[src/rtl/cpu_control_unit_if.sv]
`default_nettype none
// +--------------------------------------------------------------------------+
// | cpu_control_unit_if : control-unit <-> EU / memory strobe bundle         |
// | rev 1.0                                                                  |
// +--------------------------------------------------------------------------+
interface cpu_control_unit_if;
   logic [15:0] ir;
   logic        C;
   logic        N;
   logic        Z;
   logic        mem_rdy;
   logic        w_en;
   logic        s_sel;
   logic        pc_ld;
   logic        pc_inc;
   logic        ir_ld;
   logic        adr_sel;
   logic        mem_rd;
   logic        mem_wr;
   logic        instr_done;
   logic        halted;
   logic        fault;

   modport master (
      input  ir, C, N, Z, mem_rdy,
      output w_en, s_sel, pc_ld, pc_inc, ir_ld, adr_sel,
             mem_rd, mem_wr, instr_done, halted, fault
   );

   modport slave (
      output ir, C, N, Z, mem_rdy,
      input  w_en, s_sel, pc_ld, pc_inc, ir_ld, adr_sel,
             mem_rd, mem_wr, instr_done, halted, fault
   );
endinterface
`default_nettype wire

[src/rtl/cpu_control_unit.sv]
`default_nettype none
// +--------------------------------------------------------------------------+
// | cpu_control_unit : multi-cycle fetch/decode/execute sequencer for the EU |
// | rev 1.0                                                                  |
// +--------------------------------------------------------------------------+
module cpu_control_unit #(
   parameter int TIMEOUT = 16,
   parameter int TO_W    = 5
) (
   input  logic              clk,
   input  logic              reset,
   cpu_control_unit_if.master bus
);

   typedef enum logic [3:0] {
      S_RST    = 4'd0,
      S_FETCH  = 4'd1,
      S_DECODE = 4'd2,
      S_EX_ALU = 4'd3,
      S_LD     = 4'd4,
      S_ST     = 4'd5,
      S_JMP    = 4'd6,
      S_BR     = 4'd7,
      S_HALT   = 4'd8,
      S_FAULT  = 4'd9
   } state_t;

   localparam logic [2:0] c_CLS_ALU   = 3'b000;
   localparam logic [2:0] c_CLS_LOAD  = 3'b001;
   localparam logic [2:0] c_CLS_STORE = 3'b010;
   localparam logic [2:0] c_CLS_JMP   = 3'b011;
   localparam logic [2:0] c_CLS_BR    = 3'b100;
   localparam logic [2:0] c_CLS_HALT  = 3'b111;

   state_t          r_state;
   state_t          w_next;
   logic [TO_W-1:0] r_cnt;
   logic [2:0]      r_flags;
   logic            r_w_en_alu;
   logic            r_pc_ld;
   logic            r_adr_sel;
   logic            r_mem_rd;
   logic            r_mem_wr;
   logic            r_done_fixed;
   logic            r_halted;
   logic            r_fault;
   logic            w_mem_state;
   logic            w_wait;
   logic            w_timeout;
   logic            w_mem_done;
   logic            w_unused_ir;

   // Flag copy is ordered {C,N,Z}.
   function automatic logic br_cond(input logic [2:0] cond, input logic [2:0] f);
      case (cond)
         3'b000:  return 1'b1;
         3'b001:  return f[0];
         3'b010:  return ~f[0];
         3'b011:  return f[2];
         3'b100:  return ~f[2];
         3'b101:  return f[1];
         3'b110:  return ~f[1];
         default: return 1'b0;
      endcase
   endfunction

   assign w_mem_state = (r_state == S_FETCH) || (r_state == S_LD) || (r_state == S_ST);
   assign w_wait      = w_mem_state && !bus.mem_rdy;
   assign w_mem_done  = ((r_state == S_LD) || (r_state == S_ST)) && bus.mem_rdy;
   assign w_unused_ir = ^{bus.ir[15:12], bus.ir[5:0]};

   // The limit fires on the wait cycle that would take the counter to TIMEOUT.
   generate
      if (TIMEOUT != 0) begin : g_timeout_on
         assign w_timeout = w_wait && (r_cnt == TO_W'(TIMEOUT - 1));
      end else begin : g_timeout_off
         assign w_timeout = 1'b0;
      end
   endgenerate

   always_comb begin
      w_next = r_state;
      case (r_state)
         S_RST:    w_next = S_FETCH;
         S_FETCH: begin
            if (bus.mem_rdy)    w_next = S_DECODE;
            else if (w_timeout) w_next = S_FAULT;
         end
         S_DECODE: begin
            case (bus.ir[11:9])
               c_CLS_ALU:   w_next = S_EX_ALU;
               c_CLS_LOAD:  w_next = S_LD;
               c_CLS_STORE: w_next = S_ST;
               c_CLS_JMP:   w_next = S_JMP;
               c_CLS_BR:    w_next = S_BR;
               c_CLS_HALT:  w_next = S_HALT;
               default:     w_next = S_FAULT;
            endcase
         end
         S_EX_ALU, S_JMP, S_BR: w_next = S_FETCH;
         S_LD, S_ST: begin
            if (bus.mem_rdy)    w_next = S_FETCH;
            else if (w_timeout) w_next = S_FAULT;
         end
         S_HALT:   w_next = S_HALT;
         S_FAULT:  w_next = S_FAULT;
         default:  w_next = S_FAULT;
      endcase
   end

   // State-only outputs are registered from the next state so they line up with it.
   always_ff @(posedge clk) begin
      if (!reset) begin
         r_state      <= S_RST;
         r_cnt        <= '0;
         r_flags      <= 3'b000;
         r_w_en_alu   <= 1'b0;
         r_pc_ld      <= 1'b0;
         r_adr_sel    <= 1'b0;
         r_mem_rd     <= 1'b0;
         r_mem_wr     <= 1'b0;
         r_done_fixed <= 1'b0;
         r_halted     <= 1'b0;
         r_fault      <= 1'b0;
      end else begin
         r_state      <= w_next;
         r_cnt        <= (w_wait && (w_next == r_state)) ? r_cnt + TO_W'(1) : '0;
         if (r_state == S_EX_ALU) begin
            r_flags <= {bus.C, bus.N, bus.Z};
         end
         r_w_en_alu   <= (w_next == S_EX_ALU);
         r_pc_ld      <= (w_next == S_JMP) ||
                         ((w_next == S_BR) && br_cond(bus.ir[8:6], r_flags));
         r_adr_sel    <= (w_next == S_LD) || (w_next == S_ST);
         r_mem_rd     <= (w_next == S_FETCH) || (w_next == S_LD);
         r_mem_wr     <= (w_next == S_ST);
         r_done_fixed <= (w_next == S_EX_ALU) || (w_next == S_JMP) || (w_next == S_BR);
         r_halted     <= (w_next == S_HALT);
         r_fault      <= (w_next == S_FAULT);
      end
   end

   assign bus.w_en       = r_w_en_alu || ((r_state == S_LD) && bus.mem_rdy);
   assign bus.s_sel      = (r_state == S_LD) && bus.mem_rdy;
   assign bus.pc_ld      = r_pc_ld;
   assign bus.pc_inc     = (r_state == S_FETCH) && bus.mem_rdy;
   assign bus.ir_ld      = (r_state == S_FETCH) && bus.mem_rdy;
   assign bus.adr_sel    = r_adr_sel;
   assign bus.mem_rd     = r_mem_rd;
   assign bus.mem_wr     = r_mem_wr;
   assign bus.instr_done = r_done_fixed || w_mem_done;
   assign bus.halted     = r_halted;
   assign bus.fault      = r_fault;

endmodule
`default_nettype wire
[src/flat_wrapper.sv]
// flat-port wrapper written by rule: the top's interface ports become plain ports
module cpu_control_unit_flat 
#(
   parameter int TIMEOUT = 16,
   parameter int TO_W    = 5
)
  (clk, reset, bus_ir, bus_C, bus_N, bus_Z, bus_mem_rdy, bus_w_en, bus_s_sel, bus_pc_ld, bus_pc_inc, bus_ir_ld, bus_adr_sel, bus_mem_rd, bus_mem_wr, bus_instr_done, bus_halted, bus_fault);
  cpu_control_unit_if bus_i ();
  input  logic clk;
  input  logic reset;
  input wire logic [$bits(bus_i.ir)-1:0] bus_ir;
  input wire logic [$bits(bus_i.C)-1:0] bus_C;
  input wire logic [$bits(bus_i.N)-1:0] bus_N;
  input wire logic [$bits(bus_i.Z)-1:0] bus_Z;
  input wire logic [$bits(bus_i.mem_rdy)-1:0] bus_mem_rdy;
  output wire logic [$bits(bus_i.w_en)-1:0] bus_w_en;
  output wire logic [$bits(bus_i.s_sel)-1:0] bus_s_sel;
  output wire logic [$bits(bus_i.pc_ld)-1:0] bus_pc_ld;
  output wire logic [$bits(bus_i.pc_inc)-1:0] bus_pc_inc;
  output wire logic [$bits(bus_i.ir_ld)-1:0] bus_ir_ld;
  output wire logic [$bits(bus_i.adr_sel)-1:0] bus_adr_sel;
  output wire logic [$bits(bus_i.mem_rd)-1:0] bus_mem_rd;
  output wire logic [$bits(bus_i.mem_wr)-1:0] bus_mem_wr;
  output wire logic [$bits(bus_i.instr_done)-1:0] bus_instr_done;
  output wire logic [$bits(bus_i.halted)-1:0] bus_halted;
  output wire logic [$bits(bus_i.fault)-1:0] bus_fault;
  assign bus_i.ir = bus_ir;
  assign bus_i.C = bus_C;
  assign bus_i.N = bus_N;
  assign bus_i.Z = bus_Z;
  assign bus_i.mem_rdy = bus_mem_rdy;
  assign bus_w_en = bus_i.w_en;
  assign bus_s_sel = bus_i.s_sel;
  assign bus_pc_ld = bus_i.pc_ld;
  assign bus_pc_inc = bus_i.pc_inc;
  assign bus_ir_ld = bus_i.ir_ld;
  assign bus_adr_sel = bus_i.adr_sel;
  assign bus_mem_rd = bus_i.mem_rd;
  assign bus_mem_wr = bus_i.mem_wr;
  assign bus_instr_done = bus_i.instr_done;
  assign bus_halted = bus_i.halted;
  assign bus_fault = bus_i.fault;
  cpu_control_unit #(.TIMEOUT(TIMEOUT), .TO_W(TO_W)) u_core (.clk(clk), .reset(reset), .bus(bus_i));
endmodule
[config.mk]
export PLATFORM = sky130hd
export DESIGN_NAME = cpu_control_unit_flat
export DESIGN_NICKNAME = d
export VERILOG_FILES = /design/src/rtl/cpu_control_unit_if.sv /design/src/rtl/cpu_control_unit.sv /design/src/flat_wrapper.sv
export SDC_FILE = /design/constraint.sdc
export NUM_CORES = 1
export LEC_CHECK = 0
export CORE_MARGIN = 10
export CORE_UTILIZATION = 40
export DETAILED_ROUTE_END_ITERATION = 10
export HOLD_SLACK_MARGIN = 0.08
export PLACE_DENSITY = 0.85
export SYNTH_ARGS = -nofsm -noshare
export SYNTH_HDL_FRONTEND = slang
export SYNTH_SLANG_ARGS = --single-unit
[constraint.sdc]
create_clock -name clk -period 2.05 [get_ports clk]
set_clock_uncertainty 0.15 [all_clocks]
set_input_delay 0.5125 -clock clk [delete_from_list [all_inputs] [get_ports clk]]
set_output_delay 0.5125 -clock clk [all_outputs]
set_load 0.05 [all_outputs]
==> After elaboration in Yosys (flattened, before gate mapping) <==
Index checks and enable logic that the tools add are counted.
{ "word_totals": {"input_bits": 22, "elab_cells": 75, "out_inout_bits": 11, "ff_bits": 20} }
{ "op_classes": {"addsub": 1, "bitwise": 3, "reduce_logical": 24, "eq_ne": 29, "mux": 7} }
{ "op_table": {"columns": ["cell", "count"], "rows": [
  ["$eq 4x3->1 const B", 8],
  ["$pmux 4 s6", 1],
  ["$pmux 4 s5", 1],
  ["$eq 3x3->1 const B", 5],
  ["$eq 3x2->1 const B", 4],
  ["$eq 4x2->1 const B", 3],
  ["$eq 4x4->1 const B", 3],
  ["$mux 4", 3],
  ["$logic_or 1x1->1", 10],
  ["$eq 4x1->1 const B", 2],
  ["$logic_and 1x1->1", 7],
  ["$pmux 1 s7", 1],
  ["$eq 3x1->1 const B", 2],
  ["$logic_not 3->1", 2],
  ["$add 5x1->5 const B", 1],
  ["$eq 5x4->1 const B", 1],
  ["$eq 4x4->1", 1],
  ["$logic_not 4->1", 1],
  ["$reduce_or 4->1", 1],
  ["$not 1->1", 3],
  ["$reduce_and 2->1", 1],
  ["$reduce_or 2->1", 1],
  ["$logic_not 1->1", 1],
  ["$mux 1", 1]
]} }

==> Longest topological paths before layout <==
Gate-level depths: netlist (run 1).
{ "depth": {"word_depth": 11, "ltp_mapped": 7, "ltp_nobuf": 7} }

==> Worst setup path before layout (run 1) <==
OpenSTA, ideal clock, no wires.
{ "synth_timing": {"kind": "reg2out", "startpoint": "register u_core.r_state[3]", "endpoint": "output port bus_w_en", "t_required_ns": 1.387, "stages_incl_launch_ff": 6, "path_slack_ns": -0.337, "t_arrival_ns": 1.725, "n_path_buf": 1, "cell_sequence": "dfxtp_1 buf_6 nor2_1 nand3_1 nor2_1 or2_2"} }
{ "synth_between": {"elab_chain_len": 3} }
{ "synth_lines": {"columns": ["item", "line_no", "rtl"], "rows": [
  ["from (decl)", "cpu_control_unit.sv:35", "state_t r_state;"],
  ["from (signal assigned)", "cpu_control_unit.sv:126", "r_state <= w_next;"],
  ["$eq 4x3->1", null, null],
  ["$logic_and 1x1->1", null, null],
  ["via bus_s_sel", "flat_wrapper.sv:17", "output wire logic [$bits(bus_i.s_sel)-1:0] bus_s_sel;"],
  ["$logic_or 1x1->1", "cpu_control_unit.sv:143", "assign bus.w_en = r_w_en_alu || ((r_state == S_LD) && bus.mem_rdy);"],
  ["to (decl)", "flat_wrapper.sv:16", "output wire logic [$bits(bus_i.w_en)-1:0] bus_w_en;"]
]} }
The timed path passes the listed nets, and every way through them passes these cells.

==> Final worst setup path (run 1) <==
{ "layout_timing": {"startpoint": "register u_core.r_state[2]", "endpoint": "output port bus_pc_inc"} }
{ "layout_between": {"elab_chain_len": 2} }
{ "layout_lines": {"columns": ["item", "line_no", "rtl"], "rows": [
  ["$eq 4x1->1", "cpu_control_unit.sv:146", "assign bus.pc_inc = (r_state == S_FETCH) && bus.mem_rdy;"],
  ["$logic_and 1x1->1", "cpu_control_unit.sv:146", null],
  ["to (decl)", "flat_wrapper.sv:19", "output wire logic [$bits(bus_i.pc_inc)-1:0] bus_pc_inc;"]
]} }
No other way between the ends.

==> results of run 1 <==
cells in the final DEF (no fill, tap or decap), types with 2 or more instances in the layout:
cell             instances
dfxtp_1                 14
or4_4                    2
and2_1                   3
clkbuf_4                 3
a21o_1                   2
nand2b_1                 2
mux2i_1                  5
nor3_1                   4
a211oi_2                 2
nor3b_2                  2
buf_4                   28
inv_1                    3
ha_4                     2
nor4b_2                  2
nor2b_1                  4
dfxtp_2                  5
buf_12                   5
nand2_1                  3
nand3_1                  3
a21oi_2                  2
clkdlybuf4s50_1          8
nor2_1                  13
power breakdown:
group          leakage (nW)  switching (mW)  internal, mW  total, mW
registers             0.165          0.0121         0.400      0.412
logic                 0.435           0.101         0.101      0.202
clock network        0.0210           0.130         0.109      0.239
critical path, stage by stage, from the launching register on:
cell and delay, ns:
dfxtp_2 0.40, or4_4 0.56, clkinvlp_4 0.15, buf_12 0.14
through the flow:
step / hold WS [ns] / utilization [%] / setup TNS, ns
floorplan: 0.2784 / - / -0.1336
global placement: 0.3439 / 62.51 / -5.204
detailed placement: 0.3695 / 62.51 / -5.837
CTS: 0.3959 / 66.85 / -1.064
global route: 0.4048 / 68.44 / -1.862
finish: 0.3903 / 68.44 / -1.256
cell usage after synthesis (3+ instances only):
master   number
and2_1        3
dfxtp_1      20
inv_1         4
mux2i_1       5
nand2_1       3
nand3_1       3
nor2_1       15
nor2b_1       4
nor3_1        4
metal layers:
metal	share of wire, %	wire length [µm]	vias to the layer above
met4	5.2	144	0
li1	-	-	463
met2	49	1338	37
met5	0	0	-
met3	6.7	184	15
met1	39	1078	448
worst max-delay path by stage:
stage / to / slack, ns / depth (start not counted)
2_1_floorplan: bus_w_en / -0.08 / 5
3_3_place_gp: bus_pc_inc / -0.45 / 5
3_5_place_dp: bus_pc_inc / -0.48 / 5
4_1_cts: u_core.bus.mem_rd$_SDFF_PN0_ / -0.18 / 7
5_1_grt: u_core.bus.mem_rd$_SDFF_PN0_ / -0.24 / 7
6_report: bus_pc_inc / -0.18 / 3
layout make-up:
class | count | area (µm²)
repair buffers | 45 | 434.2
fillers | 156 | 718.2
flip-flops and latches | 20 | 410.4
multi-input cells | 76 | 623.1
well taps | 28 | 35.03
inverters | 4 | 18.77
clock buffers | 4 | 36.28
kinds of logic (layout without fill, tap and decap cells):
kind of cell               Yosys count  in the layout  share of synthesized area, %
xor gates and xnor gates             2              2                         1.781
DFF                                 20             20                         40.71
muxes                                6              6                         6.234
buffers and inverters                8             53                         5.088
adders and majority gates            2              2                         2.544
and+or+nand+nor                     51             51                         30.66
AOI/OAI and AO/OA                   15             15                         12.98
what timing repair did:
| action | CTS | global route |
|---|---|---|
| pin swaps | 3 | 2 |
| buffers inserted | 4 | 0 |
| setup endpoints to repair | 13 | 14 |
| gates resized for setup | 14 | 9 |
==> summary.md, run 1 <==
| Metric | Value |
|---|---|
| Clock Tree Buf Depth | 2 |
| #FFs+latches synth | 20 |
| Leakage | 0.6211 nW |
| Final Net Count | around 170 |
| Die Wd | a little under 70 µm |
| Cell type with the largest total area after synthesis | dfxtp_1 |
| Starting Density | approximately 43% |
| Post-synthesis cell count | ~100 |
| Top cell type's share of synthesized area | between 40% and 50% |
| Fin crit period | about 2.2 ns |
| GR peak layer | met2 |
| Syn_area_per_cell | around 9.5 µm² |
| R2R Path Start | u_core.r_cnt[0]$_SDFF_PN0_ |
| GRT Total Usage | 10.48% |
| Biggest regs | u_core.r_cnt: 5 flops, u_core.r_state: 4 flops, u_core.r_flags: 3 flops |
| Worst vdd ir | about 0.5 mV |
| Critical path fanouts, max | 11 |
| Synth top area cells | dfxtp_1 (41%), nor2_1 (5.7%), mux2i_1 (5.1%) |
| Setup violators final | 10 |
| Detailed-route via count | between 900 and 1000 |
| Worst r2r path cells | 7 |
| R2R Path End | u_core.bus.mem_rd$_SDFF_PN0_ |
| CTS tree | built |
| # hold bufs at CTS | 0 |
| Placed insts | approximately 170 |
| CP arrival | approximately 1.6 ns |
| Status | finished with violations |
| IO Pins | 33 |
| Largest Register | u_core.r_cnt |
| Drt first pass iters | 4 |
| Final instance area | about 1600 µm² |
| Gpl congestion | about 0.86 |
| Diodes inserted | 0 |
| DRT iter0 DRCs | 20 |
| Met1 GRT Util | 10.17% |
| Post-Synthesis Cell Area | roughly 1000 µm² |
| DP HPWL | 1985 µm |
| Maximum level of the CTS H-tree | 1 |
| Met2 usage | a little under a fifth |
| Worst Min Path Start | u_core.r_cnt[3]$_SDFF_PN0_ |
| Final hold viol count | 0 |
| YS warnings | 0 |
| Crit. Startpoint | u_core.r_state[2]$_SDFF_PN0_ |
| P per Cell Area | roughly 550 nW/µm² |
| Max-cap violations | 0 |
| Worst Hold Endpoint | u_core.r_cnt[3]$_SDFF_PN0_ |
| Failing checks | setup timing |
| Share of layout cells above drive strength 1 | roughly 44% |
| Standard-cell row count | 17 |
| Hold crit path type | reg2reg |
| CTS Buf Count | 3 |
| Syn nets | 128 |
| Post-route setup slack | -0.1838 ns |
| Global Route met3 Usage | under 10% |
| Critical path capture point type | primary output |
| Synth-to-layout area growth | 58.40% |
| Core Box Area | approximately 2300 µm² |
| Final Non-Filler Cells | roughly 180 |
| Post-synth cell types | 43 |
| Max_slew headroom | around three fifths |
| Crit start category | flop |
| Die Ht | about 70 µm |
| Total clock sinks | 20 |
| Crit Path Class | reg2out |
| DRC | 0 |
| Seq/Total Area, Yosys | about two fifths |
| Post-synth EDFFs | 0 |
| Final wirelength | 2746 µm |
| Max Freq | ~0.45 GHz |
| Number of global-route vias before repair | approximately 940 |
| Worst hold path stage count | 2 |
| Vias/cell | ~5.4 |
| Max FFs per register | 5 |
| Ys flop type | dfxtp_1 |
| Crit path required time | approximately 1.4 ns |
| Place WS | -0.4793 ns |
| Root Buffer | clkbuf_4 |
| Worst-Margin Slew | roughly 0.57 ns |
| DR WL/cell | 15.51 µm |
| Final period utilization | 109.0% |
| Reg2Reg Setup Slack | -0.16 ns |
| Grt total ovfl | 0 |
| Post-route antenna net violation count | 0 |
| Largest net degree at the start of global routing | 12 |
| Clk slew on worst S/H paths | approximately 0.12 ns |
| Worst skew pair latency | around 0.32 ns |
| Die ar. | ~4800 µm² |
| Unrepaired setup endpoints after global routing | true |
| Placed cell areas | ~1400 µm² |
| Final Power | approximately 0.85 mW |
| Initial antenna violation count | 0 |
| Post-synth ARST share | 0% |
| First-pass GRT wire length | roughly 4300 µm |
| Max-slew violations | 0 |
| IO Port Bufs | 22 |
Power figures use the tool's default switching activity.
==> inputs of run 2 (changes only) <==
- TNS_END_PERCENT: unset -> 5
==> run 2 against run 1 <==
Against the previous run:
- the run still ends with setup timing left
- via count is 3.2% lower
- flip-flop and latch count did not move
- clock power shrank 3%
- global-route usage rose by 0.60 points
- maximum frequency up 1.2%
- cell count decreased by 0.56%
- sequential share of layout area about the same
- critical path depth increased by 1
- first-iteration DRC count rose by 40%
- worst setup slack gained 0.027 ns
- routed wire length shrank 5.3%
- critical path type unchanged
- critical endpoint is now bus_ir_ld
==> summary.md, run 2 (same netlist as run 1, synthesis figures left out) <==
| Metric | Value |
|---|---|
| Crit Path Class | reg2out |
| CP arrival | ~1.5 ns |
| Leakage | about 0.6 nW |
| Worst hold slack | slightly below 0.4 ns |
| Initial antenna violation count | 0 |
| Critical path fanouts, max | 9 |
| Detailed-route via count | just over 900 |
| Vias/cell | about 5.3 |
| GRT Total Usage | approximately 11% |
| Max_slew headroom | 60.28% |
| Post-route antenna net violation count | 0 |
| Maximum level of the CTS H-tree | 1 |
| CP max stage cell | or4_4 |
| Layout fillers | about 160 |
| Final Non-Filler Cells | 176 |
| Max-slew violations | 0 |
| Setup violators final | 9 |
| GR peak layer | met2 |
| Met1 GRT Util | 10.50% |
| Max Freq | 0.4532 GHz |
| Hold crit path type | reg2reg |
| Post-route setup slack | -0.1567 ns |
| Final hold viol count | 0 |
| Total clock sinks | 20 |
| Placed insts | 170 |
| Met2 usage | 21.27% |
| Number of global-route vias before repair | 1036 |
| Largest Register | u_core.r_cnt |
| Final Net Count | about 170 |
| Final wirelength | 2601 µm |
| Worst path max stage delay | ~0.45 ns |
| DRT iter0 DRCs | 28 |
| CTS tree | built |
| Root Buffer | clkbuf_4 |
| Switching portion of total power | between 20% and 30% |
| Worst vdd ir | approximately 0.52 mV |
| Fin crit period | 2.207 ns |
| Most frequent cells in the layout | buf_4 (27), dfxtp_1 (15), nor2_1 (12) |
| CTS Buf Count | 3 |
| DRC | 0 |
| Grt total ovfl | 0 |
| Critical path capture point type | primary output |
| Diodes inserted | 0 |
| Seq pwr share | 49.2% |
| IO Port Bufs | 22 |
| Largest net degree at the start of global routing | 12 |
| Max-cap violations | 0 |
| Gpl congestion | between 0.8 and 0.9 |
| Share of layout cells above drive strength 1 | a little over two fifths |
| Ordered cell list for the critical path | nand2_2 > or4_4 > clkinvlp_4 > buf_12 |
| Standard-cell row count | 17 |
| Final period utilization | 107.6% |
| Placed cell areas | 1395 µm² |
| Final core occ | roughly 70% |
| Most common cell after layout, fill and taps aside | buf_4 |
| Biggest regs | u_core.r_cnt: 5 flops, u_core.r_state: 4 flops, u_core.r_flags: 3 flops |
| Die Ht | slightly below 70 µm |
| Synth-to-layout area growth | 57.89% |
| Clock Tree Buf Depth | 2 |
| Die ar. | between 4000 and 5000 µm² |
| First-pass GRT wire length | 4547 µm |
| DP HPWL | just over 2000 µm |
| P per Cell Area | 541.8 nW/µm² |
| Final TNS setup | -0.9346 ns |
| Crit path required time | approximately 1.4 ns |
| Die Wd | between 60 and 70 µm |
| Psw | between 0.2 and 0.25 mW |
| Clk pwr share | between 20% and 30% |
| Starting Density | 43.21% |
| Worst skew pair latency | just over 0.3 ns |
| Unrepaired setup endpoints after global routing | true |
| Clk slew on worst S/H paths | 0.11 ns |
| Pint | roughly 0.61 mW |
| Drt first pass iters | 4 |
| Final instance area | between 1500 and 2000 µm² |
| Crit start category | flop |
| Status | finished with violations |
| Max FFs per register | 5 |
| Logic pwr share | roughly a quarter |
| Global Route met3 Usage | under 10% |
| IO Pins | 33 |
| DR WL/cell | 14.78 µm |
| Core Box Area | approximately 2300 µm² |
| Failing checks | setup timing |
| Worst-Margin Slew | between 0.5 and 0.6 ns |
==> run 2: metal layers <==
layer | wire [µm] | share of wire (%)
met3 | 110 | 4.2
met4 | 40 | 1.5
met2 | 1381 | 53
met5 | 0 | 0
met1 | 1069 | 41
==> run 2: power by group through the flow <==
| stage | combinational [mW] | clock (mW) | sequential (mW) |
|---|---|---|---|
| finish | 0.196 | 0.231 | 0.414 |
| CTS | 0.190 | 0.233 | 0.413 |
| floorplan | 0.0872 | 0 | 0.426 |
| global placement | 0.175 | 0 | 0.418 |
| global route | 0.209 | 0.254 | 0.415 |
| detailed placement | 0.180 | 0 | 0.419 |
==> run 2: cell type report <==
class	instances	area [µm²]	share of cell area (%)
multi-input cells	76	628.1	40.45
repair buffers	44	425.4	27.40
flip-flops and latches	20	409.1	26.35
clock buffers	4	36.28	2.337
well taps	28	35.03	2.256
inverters	4	18.77	1.209
==> run 2: metrics by stage <==
step / total power, mW / setup slack [ns]
floorplan: 0.5135 / -0.1106
global placement: 0.5929 / -0.5018
detailed placement: 0.5994 / -0.5365
CTS: 0.8350 / -0.2865
global route: 0.8788 / -0.2284
finish: 0.8413 / -0.1567
==> run 2: worst paths after layout <==
path / start / end / slack [ns] / cells past startpoint
max: u_core.r_state[0]$_SDFF_PN0_ / bus_ir_ld / -0.16 / 4
max reg2reg: u_core.r_cnt[0]$_SDFF_PN0_ / u_core.bus.mem_rd$_SDFF_PN0_ / -0.14 / 7
min reg2reg: u_core.r_cnt[0]$_SDFF_PN0_ / u_core.r_cnt[0]$_SDFF_PN0_ / 0.40 / 2
min: u_core.r_cnt[0]$_SDFF_PN0_ / u_core.r_cnt[0]$_SDFF_PN0_ / 0.40 / 2
==> run 2: critical path, delay by kind of cell (launching register included) <==
kind                   cells  cell delay [ns]
AND/OR/NAND/NOR            2             0.51
flip-flops                 1             0.43
buffers and inverters      2             0.28
==> run 2: repair_timing <==
action	in CTS	in global routing
hold buffers	0	0
buffers inserted	2	0
setup endpoints to repair	13	14
cloned	0	0
resized for setup	21	8
pin swaps	7	5
==> inputs of run 3 (changes only) <==
- CAP_MARGIN: unset -> 20
- CORE_MARGIN: 10 -> unset
==> run 3 against run 2 <==
Against the previous run:
- count of clock-buffer cells in the layout unchanged
- sequential power about the same
- core utilization decreased by 1.6 points
- worst setup slack got worse by 0.0047 ns
- first-iteration DRC count decreased by 54%
- total power decreased by 1.3%
- die area decreased by 45%
- the flow still finishes with violations (setup timing)
- final area decreased by 3.2%
- sequential share of layout area increased by 1.0 points
- flip-flop and latch count unchanged
- routed wire length decreased by 3.5%
- via count increased by 2.1%
==> summary.md, run 3 (same netlist as run 1, synthesis figures left out) <==
| Metric | Value |
|---|---|
| Critical path depth in cells | 4 |
| Largest Register | u_core.r_cnt |
| DRT iter0 DRCs | 13 |
| Number of global-route vias before repair | just under 1000 |
| CP max stage cell | or4_4 |
| Status | finished with violations |
| Clk slew on worst S/H paths | about 0.11 ns |
| Standard-cell row count | 17 |
| Synth-to-layout area growth | 52.80% |
| DRC | 0 |
| P per Cell Area | between 500 and 600 nW/µm² |
| Total clock sinks | 20 |
| Final instance area | about 1500 µm² |
| Clock Tree Buf Depth | 2 |
| Final Power | about 0.83 mW |
| Worst Path Buf+Inv | 2 |
| Worst skew pair latency | around 0.29 ns |
| Unrepaired setup endpoints after global routing | true |
| Share of layout cells above drive strength 1 | between 40 and 50% |
| Final Net Count | 172 |
| Final TNS setup | -0.8072 ns |
| Worst vdd ir | between 0.5 and 0.6 mV |
| Failing checks | setup timing |
| Family with the most delay on the worst path | simple AND/OR/NAND/NOR gates |
| Drt first pass iters | 4 |
| First-pass GRT wire length | between 3000 and 4000 µm |
| Max_slew headroom | around 62% |
| Starting Density | 43.62% |
| IO Pins | 33 |
| Setup violators final | 9 |
| Crit path required time | 1.39 ns |
| CP arrival | roughly 1.6 ns |
| Crit Path Class | reg2out |
| DP HPWL | slightly below 2000 µm |
| Vias/cell | between 5 and 6 |
| Gpl congestion | ~0.82 |
| R2R Path Start | u_core.r_cnt[0]$_SDFF_PN0_ |
| Final hold viol count | 0 |
| Post-route setup slack | -0.1614 ns |
| Placed cell areas | 1395 µm² |
| Final wirelength | 2510 µm |
| Hold crit path type | reg2reg |
| Critical path fanouts, max | 6 |
| CTS Buf Count | 3 |
| CTS tree | built |
| Crit start category | flop |
| Initial antenna violation count | 0 |
| Post-route antenna net violation count | 0 |
| # hold bufs at CTS | 0 |
| Worst-Margin Slew | 0.5617 ns |
| Crit. Startpoint | u_core.r_state[0]$_SDFF_PN0_ |
| Place WS | -0.4919 ns |
| Max-cap violations | 0 |
| Biggest regs | u_core.r_cnt: 5 flops, u_core.r_state: 4 flops, u_core.r_flags: 3 flops |
| Final period utilization | 107.9% |
| Fin crit period | roughly 2.2 ns |
| Die ar. | roughly 2700 µm² |
| Max-slew violations | 0 |
| Leakage | ~0.59 nW |
| Reg2Reg Setup Slack | -0.13 ns |
| Max Freq | about 0.45 GHz |
| Maximum level of the CTS H-tree | 1 |
| Most common cell after layout, fill and taps aside | buf_4 |
| Root Buffer | clkbuf_4 |
| Core Box Area | around 2300 µm² |
| Die Ht | 51.59 µm |
| Grt total ovfl | 0 |
| IO Port Bufs | 22 |
| GRT Total Usage | about a fifth |
| Most frequent cells in the layout | buf_4 (27), dfxtp_1 (15), nor2_1 (13) |
| Largest net degree at the start of global routing | 12 |
| Worst path max stage delay | approximately 0.50 ns |
| Detailed-route via count | ~950 |
| Max FFs per register | 5 |
| Diodes inserted | 0 |
| Worst r2r path cells | 7 |
| DR WL/cell | approximately 14 µm |
| Ordered cell list for the critical path | nand2_2 > or4_4 > clkinvlp_4 > buf_12 |
| R2R Path End | u_core.bus.mem_rd$_SDFF_PN0_ |
| Critical path destination | bus_pc_inc |
| Die Wd | 51.59 µm |
| Critical path capture point type | primary output |
==> run 3: worst register-to-register path, delay by kind of cell (launching register included) <==
| kind | cells | cell delay [ns] |
|---|---|---|
| simple gates | 3 | 0.74 |
| flops | 1 | 0.34 |
| compound gates | 2 | 0.51 |
| fa+ha+maj | 2 | 0.35 |
==> run 3: timing repair <==
item                       4_1_cts  5_1_grt
buffers inserted                 1        0
pin swaps                        1        2
gates resized for setup         15       10
setup endpoints to repair       13       13
==> run 3: stage by stage <==
stage	hold slack, ns	cells	utilization, %
global route	0.3792	175	66.65
global placement	0.3408	170	61.88
floorplan	0.2679	104	-
CTS	0.3555	175	64.87
detailed placement	0.3648	170	61.88
finish	0.3621	175	66.65
==> run 3: cell type report <==
| type | count | area [µm²] |
|---|---|---|
| clock buffers | 4 | 36.28 |
| fillers | 197 | 752.0 |
| inverters | 4 | 18.77 |
| multi-input cells | 76 | 593.1 |
| flip-flops and latches | 20 | 411.6 |
| well taps | 28 | 35.03 |
| repair buffers | 43 | 407.9 |
==> run 3: how the worst min path moves through the flow <==
| stage | cells past startpoint | slack, ns | start | endpoint |
|---|---|---|---|---|
| floorplan | 1 | 0.27 | u_core.r_cnt[0]$_SDFF_PN0_ | u_core.r_cnt[0]$_SDFF_PN0_ |
| finish | 2 | 0.36 | u_core.r_cnt[0]$_SDFF_PN0_ | u_core.r_cnt[0]$_SDFF_PN0_ |
| detailed placement | 2 | 0.36 | u_core.r_cnt[3]$_SDFF_PN0_ | u_core.r_cnt[3]$_SDFF_PN0_ |
| global route | 1 | 0.38 | u_core.r_state[3]$_SDFF_PN0_ | u_core.r_w_en_alu$_SDFF_PN0_ |
| CTS | 1 | 0.36 | u_core.r_state[3]$_SDFF_PN0_ | u_core.r_w_en_alu$_SDFF_PN0_ |
| global placement | 2 | 0.34 | u_core.r_cnt[3]$_SDFF_PN0_ | u_core.r_cnt[3]$_SDFF_PN0_ |
==> run 3: routing by layer <==
metal,share of wire (%),vias to the layer above,GRT usage (%)
met1,37,446,16.82
met4,2.1,0,6.757
met5,0,-,0
li1,-,465,-
met2,57,33,40.91
met3,4.5,8,6.433
==> run 3: power by group <==
group          internal, mW  switching, mW  total (mW)
sequential            0.400         0.0116       0.411
combinational        0.0990         0.0978       0.197
clock                 0.108          0.114       0.222
